### config.mk
export PLATFORM = sky130hd
export DESIGN_NAME = instruction_fetch_port
export DESIGN_NICKNAME = d
export VERILOG_FILES = /design/src/rtl/rv32i_pkg.sv /design/src/rtl/instruction_fetch_port.sv
export SDC_FILE = /design/constraint.sdc
export NUM_CORES = 1
export LEC_CHECK = 0
export ABC_CLOCK_PERIOD_IN_PS = 4700
export CORE_MARGIN = 2
export CORE_UTILIZATION = 44
export DETAILED_ROUTE_END_ITERATION = 7
export PLACE_DENSITY = 0.83
export SLEW_MARGIN = 25
export SYNTH_ARGS = -nofsm -noshare
export SYNTH_HDL_FRONTEND = slang
export SYNTH_SLANG_ARGS = --single-unit
### constraint.sdc
create_clock -name clk -period 4.7 [get_ports clk]
set_clock_uncertainty 0.05 [all_clocks]
set_input_delay 0.705 -clock clk [delete_from_list [all_inputs] [get_ports clk]]
set_output_delay 0.705 -clock clk [all_outputs]
set_load 0.01 [all_outputs]
### src/rtl/rv32i_pkg.sv
// Shared rv32i core definitions: fetch FSM states, fetch fault codes and the canonical NOP.
package rv32i_pkg;

  typedef enum logic [2:0] {
    ST_IDLE  = 3'd0,
    ST_REQ   = 3'd1,
    ST_WAIT  = 3'd2,
    ST_DRAIN = 3'd3,
    ST_HOLD  = 3'd4
  } fetch_state_e;

  localparam logic [1:0] FETCH_OK       = 2'd0;
  localparam logic [1:0] FETCH_MISALIGN = 2'd1;
  localparam logic [1:0] FETCH_TIMEOUT  = 2'd2;

  // addi x0, x0, 0
  localparam logic [31:0] RV32I_NOP = 32'h0000_0013;

endpackage

### src/rtl/instruction_fetch_port.sv
// Fetch stage: reads the word at the current PC over a req/gnt + rvalid bus and hands it to
// decode on valid/ready, with flush, misaligned-PC and bus-timeout handling.
module instruction_fetch_port
  import rv32i_pkg::*;
#(
  parameter int unsigned TIMEOUT_CYCLES = 255,
  parameter logic [31:0] NOP_INSTR      = RV32I_NOP
) (
  input  logic        clk,
  input  logic        reset,
  input  logic [31:0] pc,
  input  logic [31:0] pc_plus4,
  input  logic        fetch_start,
  input  logic        flush,
  output logic        imem_req,
  output logic [31:0] imem_addr,
  input  logic        imem_gnt,
  input  logic        imem_rvalid,
  input  logic [31:0] imem_rdata,
  output logic        instr_valid,
  input  logic        instr_ready,
  output logic [31:0] instr,
  output logic [31:0] instr_pc,
  output logic [31:0] instr_pc_plus4,
  output logic [1:0]  fetch_fault,
  output logic        busy
);

  localparam int CNT_RAW = $clog2(TIMEOUT_CYCLES + 1);
  localparam int CNT_W   = (CNT_RAW > 8) ? CNT_RAW : 8;
  localparam logic [CNT_W-1:0] CNT_LAST = CNT_W'(TIMEOUT_CYCLES - 1);

  fetch_state_e     state;
  fetch_state_e     state_nxt;
  logic [CNT_W-1:0] wait_cnt;
  logic             timed_out;
  logic             start_ok;
  logic             misaligned;

  // >= rather than == so a flush that lands on the last WAIT cycle still times out in DRAIN.
  assign timed_out  = (wait_cnt >= CNT_LAST);
  assign start_ok   = fetch_start && !flush;
  assign misaligned = (pc[1:0] != 2'b00);

  always_comb begin
    state_nxt = state;
    unique case (state)
      ST_IDLE:  if (start_ok) state_nxt = misaligned ? ST_HOLD : ST_REQ;
      ST_REQ: begin
        if (imem_gnt)   state_nxt = flush ? ST_DRAIN : ST_WAIT;
        else if (flush) state_nxt = ST_IDLE;
      end
      ST_WAIT: begin
        if (imem_rvalid)    state_nxt = flush ? ST_IDLE : ST_HOLD;
        else if (flush)     state_nxt = ST_DRAIN;
        else if (timed_out) state_nxt = ST_HOLD;
      end
      ST_DRAIN: if (imem_rvalid || timed_out) state_nxt = ST_IDLE;
      ST_HOLD:  if (flush || instr_ready) state_nxt = ST_IDLE;
      default:  state_nxt = ST_IDLE;
    endcase
  end

  // Outputs are registered straight from the next state so they line up with the state register.
  always_ff @(posedge clk) begin
    if (reset) begin
      state          <= ST_IDLE;
      imem_req       <= 1'b0;
      imem_addr      <= '0;
      instr_valid    <= 1'b0;
      instr          <= NOP_INSTR;
      instr_pc       <= '0;
      instr_pc_plus4 <= 32'd4;
      fetch_fault    <= FETCH_OK;
      busy           <= 1'b0;
      wait_cnt       <= '0;
    end else begin
      state       <= state_nxt;
      imem_req    <= (state_nxt == ST_REQ);
      instr_valid <= (state_nxt == ST_HOLD);
      busy        <= (state_nxt != ST_IDLE);

      if (state == ST_REQ) begin
        wait_cnt <= '0;
      end else if ((state == ST_WAIT || state == ST_DRAIN) && (wait_cnt != '1)) begin
        wait_cnt <= wait_cnt + 1'b1;
      end

      if (state == ST_IDLE && start_ok) begin
        instr_pc       <= pc;
        instr_pc_plus4 <= pc_plus4;
        if (misaligned) begin
          instr       <= NOP_INSTR;
          fetch_fault <= FETCH_MISALIGN;
        end else begin
          imem_addr   <= {pc[31:2], 2'b00};
          fetch_fault <= FETCH_OK;
        end
      end

      if (state == ST_WAIT && !flush) begin
        if (imem_rvalid) begin
          instr       <= imem_rdata;
          fetch_fault <= FETCH_OK;
        end else if (timed_out) begin
          instr       <= NOP_INSTR;
          fetch_fault <= FETCH_TIMEOUT;
        end
      end
    end
  end

endmodule

## Word level (Yosys, flattened, before mapping)

Index checks and enable logic that the tools add are counted.

- Add/subtract/negate cells: 1
- Magnitude comparators: 1
- Equality and inequality tests: 7
- Muxes and demuxes: 22
- Bitwise logic cells: 1
- Reduce and logical (&&, ||, !) cells: 13

Operators with widths:

| cell | count |
|---|---|
| two-way mux 32 bit | 5 |
| two-way mux 3 bit | 10 |
| case mux 3 bit (5 select lines) | 1 |
| adder 8 x 1 -> 8 bit (second input constant) | 1 |
| >= comparator 8 bit (second input constant) | 1 |
| two-way mux 2 bit | 4 |
| inequality test 8 bit (second input constant) | 1 |
| == test 3 x 1 -> 1 bit (second input constant) | 2 |
| == test 3 x 2 -> 1 bit (second input constant) | 2 |
| == test 3 bit (second input constant) | 2 |
| logical AND 1 bit | 4 |
| logical NOT 3 bit | 1 |
| logical OR 1 bit | 3 |
| nonzero test 3 bit | 1 |
| two-way mux 1 bit | 2 |
| AND reduction 2 bit | 1 |
| nonzero test 2 bit | 1 |
| OR reduction 2 bit | 1 |
| logical NOT 1 bit | 1 |
| NOT 1 bit | 1 |

- Flip-flop bits (word level): 142
- Input bits: 103
- Output and inout port bits: 133
- Word-level logic and storage cells: 55

## Depth between registers and ports, before layout

Gate-level depths: netlist of the first run.

- Word-level depth: 7
- Gate-level depth with buffers: 7
- Mapped depth without buffers: 6

## Least setup slack after synthesis of the first run

OpenSTA, ideal clock, no wires.

- Kind: input-to-reg
- Start point: input flush
- End point: register instr[10]
- Arrival: 1,718 ps
- Data required time: 4,533 ps
- Setup slack: 2,816 ps
- Stages: 5
- Buffers on the path: 1
- Cell sequence: nor4_2 o211a_1 a211oi_4 buf_6 a22o_1

- Longest elaborated chain between the ends: 7
- Elaborated cells on any way between the ends: 8
- Those cells by class: mux (4); reduce/logical (4)

Ends and longest elaborated chain:

| item | RTL line | RTL |
|---|---|---|
| from (decl) | instruction_fetch_port.sv:14 | `input logic flush,` |
| logical NOT 1 bit (*) | instruction_fetch_port.sv:42, instruction_fetch_port.sv:101 |  |
| logical AND 1 bit | instruction_fetch_port.sv:42 | `assign start_ok = fetch_start && !flush;` |
| logical AND 1 bit | instruction_fetch_port.sv:89 | `if (state == ST_IDLE && start_ok) begin` |
| two-way mux 32 bit | instruction_fetch_port.sv:89 |  |
| two-way mux 32 bit | instruction_fetch_port.sv:105 | `end else if (timed_out) begin` |
| two-way mux 32 bit | instruction_fetch_port.sv:102 | `if (imem_rvalid) begin` |
| two-way mux 32 bit (*) | instruction_fetch_port.sv:101 | `if (state == ST_WAIT && !flush) begin` |
| to (signal assigned) | instruction_fetch_port.sv:103 | `instr <= imem_rdata;` |
| to (decl) | instruction_fetch_port.sv:22 | `output logic [31:0] instr,` |

Every way passes the cells marked *; elsewhere a longest branch is shown, timed or not.
A chain may end at the register's enable or synchronous reset.

## Final worst setup path of the first run

- Start point: input flush
- End point: register instr_pc_plus4[17]

- Longest elaborated chain between the ends: 3

Ends and longest elaborated chain:

| item | RTL line | RTL |
|---|---|---|
| logical NOT 1 bit | instruction_fetch_port.sv:42 |  |
| logical AND 1 bit | instruction_fetch_port.sv:42 |  |
| logical AND 1 bit | instruction_fetch_port.sv:89 |  |
| to (signal assigned) | instruction_fetch_port.sv:91 | `instr_pc_plus4 <= pc_plus4;` |
| to (decl) | instruction_fetch_port.sv:24 | `output logic [31:0] instr_pc_plus4,` |

No other way between the ends.

==> metrics.txt, run 1 <==
run status=complete, no violations; average footprint of a synthesized cell=around 8.8 µm²; count of buffer and inverter cells on the critical path=2; category of the worst setup path capture point=flop; floorplan row count=39; placed inst area=about 0.0074 mm²; count of endpoints failing hold in the final timing report=0; Post-CTS Setup Inserts=0; TritonCTS clock tree=yes; synthesized netlist cell count=a little under 600; RSZ-0062 raised after global routing=no; starting utilization of the core area=0.4498; slowest CP cell=clkdlybuf4s50_1; top fanout value on the critical path=43; CP startpoint kind=primary input; insertion delay of the later-clocked pin in the worst-skew pair=~0.42 ns; final RePlAce weighted congestion=roughly 0.81; Iteration-0 DRC Markers=~380; CTS clock-pin slew for the worst setup and hold paths=0.05 ns; number of nets in the layout=approximately 900; leading cell type in the layout, fill and taps excluded=clkdlybuf4s50_1; count of input and output buffers=approximately 230; actual slew at the worst max-slew pin=about 0.8 ns; crit path cell chain=clkdlybuf4s50_1 -> nor4_2 -> and2_2 -> buf_4 -> nand2_1 -> a21oi_1; kind of critical path=in2reg; Area Growth Syn to Fin=56.13%; mean routed wirelength per cell=16.02 µm; register bit count reported by yosys=142; core region area=approximately 0.011 mm²; Cell Count Post-Placement=roughly 900; Die Width=111.8 µm; distinct cell type count after synthesis=47; number of antenna violations at the first check in global routing=0; die area=approximately 0.013 mm²; count of vias placed by the detailed router=4908; worst IR drop on VDD=~320 µV; fin area=around 0.008 mm²; DRC errors left=0; post-detailed-routing wire length=around 15000 µm; flip-flop cell with the highest count after synthesis=dfxtp_1; number of buffers inserted during clock tree synthesis=17; number of diodes=0; fraction of the yosys area taken by sequential cells=0.5559; EDFF count, synth=0; Die Span Y=111.8 µm; Top Ports=between 200 and 250; Cell Count, Final, Fillers Out=952; Setup TNS=0 ns; count of final max-slew check failures=0; critical path's top delay family=simple AND/OR/NAND/NOR gates; Worst R2R Setup Slack=about 2.3 ns; post-synthesis cell area=roughly 0.0051 mm²; max-cap viol count=0; leakage power figure=roughly 2.9 nW; power per cell area=~350 mW/mm²; number of nets still failing antenna checks after routing=0; Yosys Warn Count=0; Via density=a little over 5; DPL Wire Length=~11000 µm; first-pass GRT wire length=approximately 24000 µm; slew margin rel.=0.4691; min Tclk post-route=around 2.9 ns; data arrival time of the critical path=roughly 3.2 ns; tightest hold margin=about 0.4 ns; largest buffer count on any clock path=2; count of endpoints failing setup in the final report=0; layout cells sized above 1=0.05068; async set or reset register ratio after synthesis=0; WP data required=approximately 5.0 ns; commonest cells after routing, fill and taps aside=clkdlybuf4s50_1 (232), nand2_1 (194), dfxtp_1 (142); peak per-stage delay on the critical path=0.56 ns; post-cts sizing count=0; number of H-tree levels=4; Final Total Pwr=~2.8 mW; clock net sink count=~140; global-route total usage across every layer=0.2383; quantity of hold-fixing buffers added after cts=0; final period utilization=0.6100; GR Overflow Total=0; Clk Tree Root Cell=clkbuf_16; fmax=around 350 MHz; vias in the first global route=4796; pin count of the biggest net entering global routing=105; first-pass detailed-route iteration total=6; type of the worst min-delay path=reg2reg
==> metal layers <==
layer / share of wire / vias to the layer above / global-route usage
met5: 0 / - / 0
met4: 0.018 / 0 / 0.08560
met3: 0.094 / 24 / 0.1072
met2: 0.49 / 211 / 0.4036
met1: 0.40 / 2290 / 0.2650
li1: - / 2383 / -
==> sequential cells by signal, summed over array words and instances (netlist names) <==
signal and cells:
instr_pc 32, fetch_fault 2, instr 32, wait_cnt 8, imem_addr 30, instr_valid 1
state 3, instr_pc_plus4 32, busy 1, imem_req 1
==> stage by stage <==
stage | worst slack (ns) | utilization
floorplan | 2.816 | -
global placement | 1.533 | 0.6505
detailed placement | 1.453 | 0.6515
CTS | 1.868 | 0.7011
global route | 1.680 | 0.7022
finish | 1.833 | 0.7022
==> area by class of cell <==
cell class	count	area [µm²]
sequential	142	2843
timing repair buffer	236	2360
clock buffer	26	509.2
clock inverter	5	55.05
inverter	8	30.03
tap	143	178.9
multi-input combinational	392	2008
fill	847	3386
==> worst paths after layout <==
check | startpoint | to | depth (start not counted)
max | flush | instr_pc_plus4[17] | 6
min | instr_pc_plus4[6] | instr_pc_plus4[6] | 2
max reg2reg | state[2] | instr_pc_plus4[17] | 5
min reg2reg | instr_pc_plus4[6] | instr_pc_plus4[6] | 2
==> cells by family (layout without fill, tap and decap cells) <==
logic type                 Yosys count  count (layout)  synth area share
AOI/OAI and AO/OA                  148             148            0.1840
and+or+nand+nor                    234             234            0.1894
other                                1               2         0.0007333
xor gates and xnor gates             5               5          0.008563
muxes                                1               1          0.001958
buffers and inverters               48             275           0.05456
adders and majority gates            2               2          0.004893
DFF                                142             142            0.5559
==> worst reg2reg max path, cell delays in order (launching register included) <==
cell and delay, ns:
dfxtp_1 0.41, nor4_2 0.52, and2_2 0.51, buf_4 0.49
nand2_1 0.14, a21oi_1 0.18
==> report_power, final <==
group	internal [mW]	total, mW	switching [mW]
logic	0.163	0.294	0.131
registers	1.24	1.26	0.0203
clock network	0.793	1.27	0.479
==> synthesized netlist by cell type, types with 2 or more instances <==
master | instances | area, µm²
buf_4 | 2 | 15.01
a21oi_1 | 95 | 475.5
clkbuf_1 | 20 | 75.07
o211a_1 | 2 | 20.02
nand3_1 | 3 | 15.01
nor2_1 | 14 | 52.55
a211oi_1 | 3 | 22.52
a21boi_0 | 2 | 15.01
buf_6 | 11 | 123.9
a2bb2oi_1 | 3 | 26.28
inv_1 | 8 | 30.03
o21bai_1 | 2 | 15.01
buf_2 | 7 | 35.03
a21o_1 | 2 | 15.01
nand3b_1 | 2 | 15.01
a22o_1 | 29 | 254.0
ha_1 | 2 | 25.02
nand4_1 | 2 | 12.51
nor3_1 | 3 | 15.01
xnor2_1 | 5 | 43.79
nand2_1 | 196 | 735.7
and2_1 | 2 | 12.51
dfxtp_1 | 142 | 2843
Power figures use the tool's default switching activity.
==> run 2: changes to the inputs <==
--- a/config.mk
+++ b/config.mk
@@ -5,11 +5,11 @@
 export SDC_FILE = /design/constraint.sdc
 export NUM_CORES = 1
 export LEC_CHECK = 0
-export ABC_CLOCK_PERIOD_IN_PS = 4700
+export ABC_CLOCK_PERIOD_IN_PS = 3000
 export CORE_MARGIN = 2
-export CORE_UTILIZATION = 44
+export CORE_UTILIZATION = 41
 export DETAILED_ROUTE_END_ITERATION = 7
-export PLACE_DENSITY = 0.83
+export PLACE_DENSITY = 0.78
 export SLEW_MARGIN = 25
 export SYNTH_ARGS = -nofsm -noshare
 export SYNTH_HDL_FRONTEND = slang
==> constraint.sdc (replaced) <==
create_clock -name clk -period 3 [get_ports clk]
set_clock_uncertainty 0.05 [all_clocks]
set_input_delay 0.45 -clock clk [delete_from_list [all_inputs] [get_ports clk]]
set_output_delay 0.45 -clock clk [all_outputs]
set_load 0.01 [all_outputs]
==> metrics.txt, run 2 (synthesized netlist as in run 1, its figures left out) <==
die area=0.01338 mm² (+7.1%); insertion delay of the later-clocked pin in the worst-skew pair=0.42 ns (about the same); starting utilization of the core area=0.4222 (-0.02755); Die Span Y=115.7 µm (+3.5%); RSZ-0062 raised after global routing=no; Reg-to-Reg Start=state[2]; number of diodes=0 (unchanged); type of the worst min-delay path=reg2reg; actual slew at the worst max-slew pin=0.6442 ns (-0.1521 ns); CP startpoint kind=primary input; final period utilization=0.7391; WP data required=3.28 ns (-1.70 ns); worst IR drop on VDD=424.9 µV (+33%); largest registers=instr x32, instr_pc x32, instr_pc_plus4 x32; quantity of hold-fixing buffers added after cts=0 (unchanged); length in cells of the worst reg-to-reg path=5 (unchanged); Iteration-0 DRC Markers=352 (-8.3%); mean routed wirelength per cell=15.51 µm (-3.2%); final RePlAce weighted congestion=0.7810 (-3.8%); power per cell area=556.4 mW/mm² (+57%); first-pass detailed-route iteration total=4 (-2); leading cell type in the layout, fill and taps excluded=clkdlybuf4s50_1; Die Width=115.7 µm (+3.5%); core region area=0.01211 mm² (+6.5%); count of endpoints failing hold in the final timing report=0 (unchanged); DPL Wire Length=10660 µm (+0.78%); placed inst area=0.007480 mm² (+0.98%); Cells on Worst Hold Path=2 (unchanged); slew margin rel.=0.5705 (+0.1014); count of input and output buffers=233 (unchanged); data arrival time of the critical path=2.50 ns (-0.65 ns); TritonCTS clock tree=yes; clock net sink count=142 (unchanged); count of endpoints failing setup in the final report=0 (unchanged); DRC errors left=0 (unchanged); pin count of the biggest net entering global routing=60 (-43%); max-cap viol count=0 (unchanged); min Tclk post-route=2.217 ns; Via density=5.046 (-2.1%); count of vias placed by the detailed router=4965 (+1.2%); run status=complete, no violations; fmax=between 400 and 500 MHz; Top Ports=236 (unchanged); Setup TNS=0 ns (unchanged); Post-CTS Setup Inserts=0 (unchanged); top fanout value on the critical path=44 (+2.3%); start point of the critical path=flush; commonest cells after routing, fill and taps aside=clkdlybuf4s50_1 (232), nand2_1 (195), dfxtp_1 (142); count of final max-slew check failures=0 (unchanged); Layout fillers=999 (+18%); Clk Tree Root Cell=clkbuf_16; tightest hold margin=0.4022 ns (+0.0005650 ns); number of nets in the layout=908 (+0.67%); number of antenna violations at the first check in global routing=0 (unchanged); Area Growth Syn to Fin=57.65%; largest buffer count on any clock path=2 (unchanged); kind of critical path=in2reg; fin area=0.008061 mm² (+0.97%); global-route total usage across every layer=0.2251 (-0.01318); post-detailed-routing wire length=15260 µm (about the same); number of buffers inserted during clock tree synthesis=17 (unchanged); layout cells sized above 1=0.06127 (+0.01059); leakage power figure=2.946 nW (+1.2%); post-cts sizing count=0 (unchanged); number of H-tree levels=4 (unchanged); first-pass GRT wire length=23420 µm (-1.8%); floorplan row count=40 (+2.6%); GR Overflow Total=0 (unchanged); startpoint of the most critical hold path=instr_pc[25]; category of the worst setup path capture point=flop; vias in the first global route=4866 (+1.5%); number of nets still failing antenna checks after routing=0 (unchanged); CTS clock-pin slew for the worst setup and hold paths=0.06 ns (about the same)
-- run 2: worst max-delay path: stages --
cell and delay [ns]:
clkdlybuf4s50_1 0.56, nor4_2 0.52, and2_2 0.24, buf_4 0.40, nand2_1 0.14, a21oi_1 0.17
-- run 2: per-stage QoR --
step / power, mW / std cells / utilization / setup WS, ns
finish: 4.485 / 984 / 0.6656 / 0.7828
global route: 4.647 / 984 / 0.6656 / 0.6326
CTS: 4.530 / 984 / 0.6656 / 0.7983
detailed placement: 2.479 / 952 / 0.6176 / 0.4087
global placement: 2.468 / 952 / 0.6176 / 0.5022
floorplan: 2.196 / 582 / - / 1.367
-- run 2: power by group --
group          switching [mW]  internal, mW  leakage [nW]
Clock                   0.801          1.24         0.282
Sequential             0.0323          1.94          1.15
Combinational           0.207         0.258          1.51
Total                    1.04          3.44          2.95
-- run 2: layer usage --
layer	global-route usage	vias to the layer above	share of wire
met5	0	-	0
met4	0.09206	0	0.020
met3	0.09362	22	0.098
met2	0.3879	217	0.49
met1	0.2455	2338	0.39
li1	-	2388	-
-- run 2: cell type report --
class / instances / area [µm²] / share of cell area
Clock inverter: 14 / 142.6 / 0.01769
Timing Repair Buffer: 242 / 2397 / 0.2974
Tap cell: 168 / 210.2 / 0.02607
Sequential cell: 142 / 2843 / 0.3526
Clock buffer: 18 / 439.2 / 0.05448
Multi-Input combinational cell: 392 / 1999 / 0.2480
Inverter: 8 / 30.03 / 0.003725
-- run 2: worst paths after layout --
kind	endpoint	slack (ns)
worst min register to register	instr_pc[25]	0.40
worst max register to register	instr_pc_plus4[15]	1.01
worst min-delay path	instr_pc[25]	0.40
worst max-delay path	instr_pc_plus4[15]	0.78
==> run 3: changes to the inputs <==
--- a/config.mk
+++ b/config.mk
@@ -5,7 +5,7 @@
 export SDC_FILE = /design/constraint.sdc
 export NUM_CORES = 1
 export LEC_CHECK = 0
-export ABC_CLOCK_PERIOD_IN_PS = 3000
+export ABC_CLOCK_PERIOD_IN_PS = 2150
 export CORE_MARGIN = 2
 export CORE_UTILIZATION = 41
 export DETAILED_ROUTE_END_ITERATION = 7
==> constraint.sdc (replaced) <==
create_clock -name clk -period 2.15 [get_ports clk]
set_clock_uncertainty 0.05 [all_clocks]
set_input_delay 0.3225 -clock clk [delete_from_list [all_inputs] [get_ports clk]]
set_output_delay 0.3225 -clock clk [all_outputs]
set_load 0.01 [all_outputs]
==> metrics.txt, run 3 (synthesized netlist as in run 1, its figures left out) <==
leading cell type in the layout, fill and taps excluded=clkdlybuf4s50_1; Via density=4.985 (-1.2%); critical path's top delay family=compound AO/OA/AOI/OAI gates; commonest cells after routing, fill and taps aside=clkdlybuf4s50_1 (232), nand2_1 (195), dfxtp_1 (142); data arrival time of the critical path=2.11 ns (-0.39 ns); RSZ-0062 raised after global routing=no; run status=complete, no violations; Iteration-0 DRC Markers=331 (-6.0%); detailed route wirelength on metal3=1640 µm (+9.6%); slowest CP cell=a221oi_1; category of the worst setup path capture point=flop; final period utilization=0.8834; Layout fillers=936 (-6.3%); starting utilization of the core area=0.4222 (unchanged); CP startpoint kind=flop; fmax=between 500 and 600 MHz; crit path cell chain=inv_1 -> ha_1 -> nor2_1 -> o31ai_2 -> buf_4 -> a221oi_1 -> o2111ai_1; count of input and output buffers=233 (unchanged); power per cell area=743.9 mW/mm² (+34%); Die Span Y=115.7 µm (unchanged); count of final max-slew check failures=0 (unchanged); Die Width=115.7 µm (unchanged); count of vias placed by the detailed router=4975 (+0.20%); vias in the first global route=4812 (-1.1%); number of antenna violations at the first check in global routing=0 (unchanged); wl on met1=6068 µm (+1.0%); kind of critical path=reg2reg; final RePlAce weighted congestion=0.7853 (+0.55%); count of endpoints failing setup in the final report=0 (unchanged); post-detailed-routing wire length=15380 µm (+0.80%); actual slew at the worst max-slew pin=0.5773 ns (-0.06695 ns); number of nets still failing antenna checks after routing=0 (unchanged); type of the worst min-delay path=in2reg; DRC errors left=0 (unchanged); tightest hold margin=0.3526 ns (-0.04963 ns); TritonCTS clock tree=yes; count of endpoints failing hold in the final timing report=0 (unchanged); floorplan row count=40 (unchanged); number of nets in the layout=924 (+1.8%); Clk Tree Root Cell=clkbuf_16; GR Overflow Total=0 (unchanged); largest buffer count on any clock path=2 (unchanged); first-pass GRT wire length=23680 µm (+1.1%); clock net sink count=142 (unchanged); worst IR drop on VDD=629.9 µV (+48%); start point of the critical path=wait_cnt[0]; global-route total usage across every layer=0.2281 (+0.003029); top fanout value on the critical path=3 (-93%); sequential cell area=0.002843 mm² (unchanged); max-cap viol count=0 (unchanged); worst setup margin=0.2507 ns (-0.5321 ns); post-place setup slack=-0.1716 ns (-0.5803 ns); count of buffer and inverter cells on the critical path=2 (unchanged); leakage power figure=3.037 nW (+3.1%); CTS clock-pin slew for the worst setup and hold paths=0.06 ns (about the same); DPL Wire Length=10930 µm (+2.5%); Area Growth Syn to Fin=61.17%; min Tclk post-route=approximately 1.9 ns; peak per-stage delay on the critical path=0.52 ns (-0.04 ns); WP data required=2.36 ns (-0.92 ns); mean routed wirelength per cell=15.41 µm (-0.61%); startpoint of the most critical hold path=reset; core region area=0.01211 mm² (unchanged); pin count of the biggest net entering global routing=65 (+8.3%); slew margin rel.=0.6151 (+0.04463); number of H-tree levels=4 (unchanged); die area=0.01338 mm² (unchanged); largest registers=instr x32, instr_pc x32, instr_pc_plus4 x32; total area of multi-input combinational cells=0.001999 mm² (unchanged); number of buffers inserted during clock tree synthesis=17 (unchanged); Top Ports=236 (unchanged); layout cells sized above 1=0.07711 (+0.01583); amount of wire on met2 after detailed routing=7403 µm (-0.68%); Reg-to-Reg Start=wait_cnt[0]; first-pass detailed-route iteration total=4 (unchanged); number of diodes=0 (unchanged); highest routing layer actually used=met4; insertion delay of the later-clocked pin in the worst-skew pair=0.41 ns (about the same)
-- run 3: cell types whose count changed in the layout (fill, tap and decap cells not counted), sizes merged --
cell / previous run / this run
clkbuf: 18 / 19
clkinv: 7 / 5
bufinv: 2 / 1
clkinvlp: 3 / 4
inv: 10 / 9
buf: 10 / 26
-- run 3: cell type report --
| type | count | area share |
|---|---|---|
| sequential | 142 | 0.3449 |
| timing repair buffer | 258 | 0.3170 |
| multi-input combinational | 392 | 0.2426 |
| clock buffer | 19 | 0.05496 |
| tap | 168 | 0.02550 |
| clock inverter | 11 | 0.01139 |
| inverter | 8 | 0.003644 |
-- run 3: where the power goes --
part | leakage (nW) | switching [mW] | internal (mW)
Sequential | 1.15 | 0.0425 | 2.71
Combinational | 1.62 | 0.297 | 0.392
Clock | 0.263 | 1.06 | 1.63
-- run 3: layer usage --
metal	vias to the layer above	track usage
met5	-	0
met4	0	0.08651
met1	2335	0.2485
met2	202	0.3930
li1	2419	-
met3	19	0.09990
-- run 3: worst register-to-register path, delay by kind of cell, from the launching register on --
family,cells,cell delay [ns]
compound gates,3,0.86
flops,1,0.32
buf+inv,2,0.19
fa+ha+maj,1,0.18
simple gates,1,0.15
-- run 3: final timing paths --
path	endpoint	slack [ns]	cells past startpoint
worst min-delay path	wait_cnt[0]	0.35	3
worst max register to register	busy	0.25	7
worst min register to register	imem_addr[22]	0.40	2
worst max-delay path	busy	0.25	7
-- run 3: what timing repair did --
action / 4_1_cts / 5_1_grt
setup buffers: 0 / 1
gates resized for setup: 0 / 0
hold buffers: 0 / 0
endpoints found under the setup margin: 0 / 16
-- run 3: through the flow --
| step | instances | power [mW] | area, µm² | util | setup TNS (ns) |
|---|---|---|---|---|---|
| finish | 998 | 6.131 | 8242 | 0.6805 | 0 |
| CTS | 997 | 6.185 | 8222 | 0.6788 | 0 |
| global route | 998 | 6.344 | 8242 | 0.6805 | 0 |
| global placement | 966 | 3.472 | 7660 | 0.6324 | -8.666 |
| floorplan | 582 | 3.065 | 5117 | - | 0 |
| detailed placement | 967 | 3.495 | 7675 | 0.6337 | -3.122 |
